--- config.mk ---
export PLATFORM = sky130hd
export DESIGN_NAME = joy_serial_2p
export DESIGN_NICKNAME = d
export VERILOG_FILES = /design/src/rtl/joy_serial_2p.sv
export SDC_FILE = /design/constraint.sdc
export NUM_CORES = 1
export LEC_CHECK = 0
export BUFFER_PORTS_ARGS = -buffer_cell sky130_fd_sc_hd__buf_2
export CAP_MARGIN = 20
export CORE_MARGIN = 3
export CORE_UTILIZATION = 59
export CTS_CLUSTER_SIZE = 20
export DETAILED_ROUTE_END_ITERATION = 8
export PLACE_DENSITY = 0.9
export RECOVER_POWER = 50
export SKIP_CTS_REPAIR_TIMING = 1
export SLEW_MARGIN = 20
export SYNTH_ARGS = -nofsm -noshare
export SYNTH_HDL_FRONTEND = slang
export SYNTH_SLANG_ARGS = --single-unit
--- constraint.sdc ---
create_clock -name clk -period 3.32 [get_ports clk]
set_input_delay 0.332 -clock clk [delete_from_list [all_inputs] [get_ports clk]]
set_output_delay 0.332 -clock clk [all_outputs]
set_load 0.03 [all_outputs]
--- src/rtl/joy_serial_2p.sv ---
// Two-player serial joystick reader: clocks a chained 74HC165-style adapter and
// publishes active-high button words after two matching frames (disconnect clears at once).
module joy_serial_2p #(
  parameter int HALF_PERIOD     = 24,
  parameter int BITS_PER_PLAYER = 12,
  parameter int GAP_CYCLES      = 48000
) (
  input  logic        clk,
  input  logic        reset_n,
  input  logic        joy_data,
  output logic        joy_clk,
  output logic        joy_load,
  output logic [15:0] joystick1,
  output logic [15:0] joystick2,
  output logic        present,
  output logic        frame_done
);

  localparam int N    = BITS_PER_PLAYER;
  localparam int NB   = 2 * N;
  localparam int CMAX = (GAP_CYCLES > HALF_PERIOD) ? GAP_CYCLES : HALF_PERIOD;
  localparam int CW   = $clog2(CMAX + 1);
  localparam int IW   = (NB > 1) ? $clog2(NB) : 1;

  localparam logic [CW-1:0] GAP_LD   = CW'(GAP_CYCLES);
  localparam logic [CW-1:0] HP_LD    = CW'(HALF_PERIOD);
  localparam logic [IW-1:0] IDX_LAST = IW'(NB - 1);

  typedef enum logic [2:0] {
    ST_GAP,
    ST_LOAD,
    ST_SHIFT_LO,
    ST_SHIFT_HI,
    ST_DONE
  } state_t;

  state_t        state, state_nxt;
  logic [CW-1:0] cnt, cnt_nxt;
  logic [IW-1:0] idx, idx_nxt;
  logic [NB-1:0] raw, prev, cur;
  logic          cnt_last;
  logic          sample;
  logic          done;

  always_comb begin
    state_nxt = state;
    cnt_nxt   = cnt - CW'(1);
    idx_nxt   = idx;
    sample    = 1'b0;
    done      = 1'b0;
    cnt_last  = (cnt == CW'(1));
    cur       = ~raw;

    case (state)
      ST_GAP: begin
        if (cnt_last) begin
          state_nxt = ST_LOAD;
          cnt_nxt   = HP_LD;
        end
      end
      ST_LOAD: begin
        if (cnt_last) begin
          state_nxt = ST_SHIFT_LO;
          cnt_nxt   = HP_LD;
          idx_nxt   = '0;
        end
      end
      ST_SHIFT_LO: begin
        // Data is sampled at the very end of the low phase, just before the next rising edge.
        if (cnt_last) begin
          sample = 1'b1;
          if (idx == IDX_LAST) begin
            state_nxt = ST_DONE;
            cnt_nxt   = GAP_LD;
          end else begin
            state_nxt = ST_SHIFT_HI;
            cnt_nxt   = HP_LD;
          end
        end
      end
      ST_SHIFT_HI: begin
        if (cnt_last) begin
          state_nxt = ST_SHIFT_LO;
          cnt_nxt   = HP_LD;
          idx_nxt   = idx + IW'(1);
        end
      end
      ST_DONE: begin
        done      = 1'b1;
        state_nxt = ST_GAP;
        cnt_nxt   = GAP_LD;
      end
      default: begin
        state_nxt = ST_GAP;
        cnt_nxt   = GAP_LD;
      end
    endcase
  end

  always_ff @(posedge clk or negedge reset_n) begin
    if (!reset_n) begin
      state      <= ST_GAP;
      cnt        <= GAP_LD;
      idx        <= '0;
      raw        <= '0;
      prev       <= '1;
      joy_clk    <= 1'b0;
      joy_load   <= 1'b1;
      joystick1  <= '0;
      joystick2  <= '0;
      present    <= 1'b0;
      frame_done <= 1'b0;
    end else begin
      state      <= state_nxt;
      cnt        <= cnt_nxt;
      idx        <= idx_nxt;
      joy_clk    <= (state_nxt == ST_SHIFT_HI);
      joy_load   <= (state_nxt != ST_LOAD);
      frame_done <= done;

      if (sample) begin
        raw[idx] <= joy_data;
      end

      if (done) begin
        prev <= cur;
        // An all-low wire means nothing is driving the line: drop outputs without filtering.
        if (raw == '0) begin
          joystick1 <= '0;
          joystick2 <= '0;
          present   <= 1'b0;
        end else if (cur == prev) begin
          joystick1 <= 16'(cur[N-1:0]);
          joystick2 <= 16'(cur[NB-1:N]);
          present   <= 1'b1;
        end
      end
    end
  end

endmodule

; Word level (Yosys, flattened, before mapping)
; Cells that the tools add are included.
[classes]
addsub = 2
muxes = 24
reduce_logical = 9
n_eq_ne = 11
n_bitwise = 1
order_cmp = 2
[ops]
columns = op, n
row1 = 16-bit two-way mux, 7
row2 = 16-bit one-hot mux with 2 select lines, 1
row3 = 24-bit bitwise mux, 1
row4 = 24-bit == test, 1
row5 = 24-bit logical NOT, 1
row6 = 24-bit inverter, 1
row7 = "16-bit by 1-bit == test with 1-bit output, second input constant", 1
row8 = "16-bit by 1-bit subtractor with 16-bit output, second input constant", 1
row9 = 3-bit two-way mux, 4
row10 = 5-bit two-way mux, 2
row11 = 5-bit one-hot mux with 2 select lines, 1
row12 = "3-bit by 2-bit == test with 1-bit output, second input constant", 3
row13 = 3-bit one-hot mux with 3 select lines, 1
row14 = "5-bit by 6-bit < comparator with 1-bit output, second input constant", 1
row15 = 1-bit two-way mux, 6
row16 = "5-bit by 1-bit adder with 5-bit output, second input constant", 1
row17 = 1-bit demux with 5-bit select, 1
row18 = "5-bit == test, second input constant", 1
row19 = "5-bit by 1-bit >= comparator with 1-bit output, second input constant", 1
row20 = "2-bit != test, second input constant", 2
row21 = 2-bit nonzero test, 2
row22 = "3-bit by 1-bit == test with 1-bit output, second input constant", 1
row23 = "3-bit == test, second input constant", 1
row24 = 3-bit logical NOT, 1
row25 = 6 further kinds, 6
[totals]
out_inout_bits = 36
register_bits = 108

; Longest topological paths before layout
[depth]
depth_word = 5
depth_mapped = 8

; Worst setup path after synthesis
; No wires, ideal clock.
[synth_path]
kind = register to register
start = register cnt[1]
end = register raw[23]
period_less_slack_ns = 2.370
path_slack_ns = 0.950
path_stages_with_launch = 7
t_required_ns = 3.192
arrival_ns = 2.242
setup_time_ns = 0.128
n_path_buf = 0
path_cell_list = dfrtp_1 > inv_1 > ha_1 > or4b_2 > or4_4 > nor4_4 > mux2_1
[synth_via]
elab_chain_cells = 3
[synth_rtl]
columns = item, line
row1 = "start, declared", 38  ; logic [CW-1:0] cnt, cnt_nxt;
row2 = "start signal, assigned", 115  ; cnt <= cnt_nxt;
row3 = 16-bit by 1-bit == test with 1-bit output, 51  ; cnt_last = (cnt == CW'(1));
row4 = 1-bit two-way mux, 70  ; if (cnt_last) begin
row5 = 1-bit two-way mux, 54  ; case (state)
row6 = "end signal, assigned by index", 122  ; raw[idx] <= joy_data;
row7 = "end, declared", 40  ; logic [NB-1:0] raw, prev, cur;
; No other way between the ends.
; A chain may end at the register's enable or synchronous reset.

; Final worst setup path
[layout_path]
start = register cnt[1]
end = register cnt[3]
[layout_via]
elab_chain_cells = 3
word_cells_on_any_way = 5
cone_classes = add/sub (1) / eq/ne (1) / mux (3)
[layout_rtl]
columns = item, line
row1 = 16-bit by 1-bit subtractor with 16-bit output / 16-bit by 1-bit == test with 1-bit output (equally long branches), "47, 51"
row2 = 16-bit two-way mux (on tied branches), n/a
row3 = 16-bit one-hot mux with 2 select lines *, 54
row4 = via cnt_nxt[3], 38
; Mark *: on every way through the listed nets, which the timed path passes. The rest lies on a longest branch.

==> impl_metrics.csv <==
group,metric,value,unit
outcome,outcome,"completed",
critical_path,worst_path_max_delay_cell,"or4b_2",
drt,drt_iter0_drc,279,
critical_path,critPathKind,"flop to flop",
drt,vias_per_cell,5.870,
place,dp_cells,529,
yosys,synth_area_leaders,"dfrtp_1 37%, dfstp_2 18%, nand2_1 5.1%",
clock_network,clkSinkCount,100,
critical_path,critPathTopFamily,"simple AND/OR/NAND/NOR gates",
cells_and_area,multi_input_area,1876,µm²
critical_path,startpoint_type,"flop",
clock_network,clk_pin_slew,0.10,ns
floorplanning,die_area,8829,µm²
sta,hold_violations,0,
global_routing,grt_max_degree,61,
yosys,synthTopCellsByCount,"68 x dfrtp_1, 62 x nand2_1, 35 x o21ai_0",
power,powerDensity,421.2,nW/µm²
floorplanning,rows,31,
cells_and_area,final_net_count,450,
sta,rsz0062_at_grt,"false",
cells_and_area,register_area,2542,µm²
global_routing,track_usage,23.32,%
power,p_int,1.547,mW
power,switching_share,25.47,%
power,comb_power_share,3.3,%
yosys,synth.distinct_cells,41,
clock_network,cts_buffers,9,
run,drv.max_cap_violation_count,0,
drt,finalWirelength,9523,µm
drt,post_drt_wl_per_cell,17.47,µm
drt,drc,0,
power,leakage,1.974,nW
sta,relSlewSlack,2.870,%
drt,vias,3199,
place,gp_congestion,0.8709,
sta,setup_viol,0,
critical_path,critPathMaxStageDelay,0.66,ns
critical_path,crit_fanout,9,
yosys,synth_area,4566,µm²
global_routing,grt_pass1_vias,3138,
critical_path,arrival,2.85,ns
cells_and_area,layoutNonFillerInstCount,545,
clock_network,tritoncts,"yes",
yosys,yosysSeqAreaShare,55.69,%
sta,period_needed,2.600,ns
power,vdd_drop_max,0.0002919,V
min_path,hold_class,"input port to async pin",
yosys,synth_top_area_share,37.27,%
yosys,synth.most_common_cell,"dfrtp_1",
power,pwr-share-seq,60.7,%
cells_and_area,fillers,539,
critical_path,path_buf_inv,1,
power,p_sw,0.5287,mW
floorplanning,die_y,93.97,µm
drt,antenna_left,0,
critical_path,crit_path_end_kind,"flop",
floorplanning,num_io_pins,39,
place,post-place-ws,0.7901,ns
floorplanning,die_w,93.97,µm
global_routing,grt_pass1_wl,15930,µm
global_routing,overflow,0,
clock_network,clock_path_buffers,2,
floorplanning,start_util,61.95,%
place,port-buffer-count,30,
sta,fin_ws,0.7200,ns
floorplanning,core,7370,µm²
yosys,synth_cells,417,
place,hpwl,6455,µm
cells_and_area,post-route-util,66.88,%
critical_path,worst-endpoint-required,3.57,ns
clock_network,clk-insertion-delay-late,0.37,ns
cells_and_area,drive_gt1_share,21.08,%
drt,detailedRoute.firstPassIterationCount,4,
cells_and_area,diodes,0,
yosys,syn_area_per_cell,10.95,µm²
sta,whs,0.3066,ns
yosys,synthFlopType,"dfrtp_1",
clock_network,htreeDepth,3,
yosys,synth_warnings,0,
sta,finalMaxSlewViolations,0,
global_routing,antenna_found_initial,0,
sta,fin_crit_sh,78.31,%
sta,fmax,0.3846,GHz
sta,setup_tns,0,ns
cells_and_area,area_growth,7.947,%
sta,tightest_slew,1.457,ns
power,clockPowerShare,35.9,%
clock_network,root_buffer,"clkbuf_8",
critical_path,path_cells,"inv_1, ha_1, or4b_2, nor3_1, nand2_1, nor2_1, a31oi_1, a21boi_0",
yosys,synth-seq-cells,100,
yosys,synthArstFlopShare,100.0,%
yosys,yosysTopAreaCell,"dfrtp_1",
yosys,synth_edf_count,0,
sta,clock-skew-final,0.01274,ns
## registers in the layout, summed over array words and instances (netlist names)
name        count
joy_load        1
idx             5
present         1
joystick1      12
raw            24
state           3
frame_done      1
cnt            16
prev           24
joy_clk         1
joystick2      12
## worst paths after layout
kind                                          startpoint                       end  slack, ns  cells past startpoint
max in group asynchronous                        reset_n  joystick1[1]$_DFFE_PN0P_       1.30                      2
worst min register to register  joystick1[7]$_DFFE_PN0P_  joystick1[7]$_DFFE_PN0P_       0.49                      1
worst max-delay path                    cnt[1]$_DFF_PN0_          cnt[3]$_DFF_PN0_       0.72                      8
worst max register to register          cnt[1]$_DFF_PN0_          cnt[3]$_DFF_PN0_       0.72                      8
min in group clk                joystick1[7]$_DFFE_PN0P_  joystick1[7]$_DFFE_PN0P_       0.49                      1
worst min-delay path                             reset_n  joystick1[8]$_DFFE_PN0P_       0.31                      1
## power by group through the flow
stage | registers (mW) | logic [mW] | clock network, mW
2_1_floorplan | 1.27 | 0.0462 | 0
3_3_place_gp | 1.28 | 0.0695 | 0
3_5_place_dp | 1.28 | 0.0715 | 0
4_1_cts | 1.26 | 0.0722 | 0.757
5_1_grt | 1.26 | 0.0784 | 0.819
6_report | 1.26 | 0.0694 | 0.746
## cell type report
class | count | share of cell area, %
tap | 99 | 2.513
sequential | 100 | 51.59
clock buffer | 9 | 2.513
clock inverter | 7 | 1.295
inverter | 7 | 0.5331
timing repair buffer | 36 | 3.503
multi-input combinational | 287 | 38.06
## layout by cell type, fill, tap and decap left out, drive strengths merged, types with 17 or more instances in the layout
master	netlist	layout
dfrtp	68	68
buf	13	21
xnor2	24	24
o2bb2ai	24	24
nand2	62	62
dfstp	32	32
clkbuf	17	24
o21ai	36	36
nor3	17	17
mux2	24	24
## through the flow
step	total power, mW	cell area (µm²)
after floorplan	1.317	4592
final	2.076	4928
after global placement	1.350	4766
after CTS	2.089	4954
after global routing	2.160	4928
after detailed placement	1.353	4766
## cell families (layout without fill, tap and decap cells)
| logic type | after synthesis | in the layout | share of synthesized area, % |
|---|---|---|---|
| other cells | 1 | 8 | 0.08214 |
| flops | 100 | 100 | 55.69 |
| buf+inv | 37 | 59 | 3.809 |
| mux | 24 | 24 | 5.919 |
| simple gates | 140 | 140 | 15.65 |
| fa+ha+maj | 6 | 6 | 1.644 |
| compound gates | 73 | 73 | 10.30 |
| xor+xnor | 36 | 36 | 6.906 |
## per-layer routing
layer  global-route usage (%)  vias to the layer above  wire [µm]
met5                        0                        -          0
met4                    7.822                        0        101
met3                    3.766                       10        361
met2                    37.55                       92       4810
met1                    32.35                     1609       4249
li1                         -                     1488          -
(Power assumes the default switching activity.)
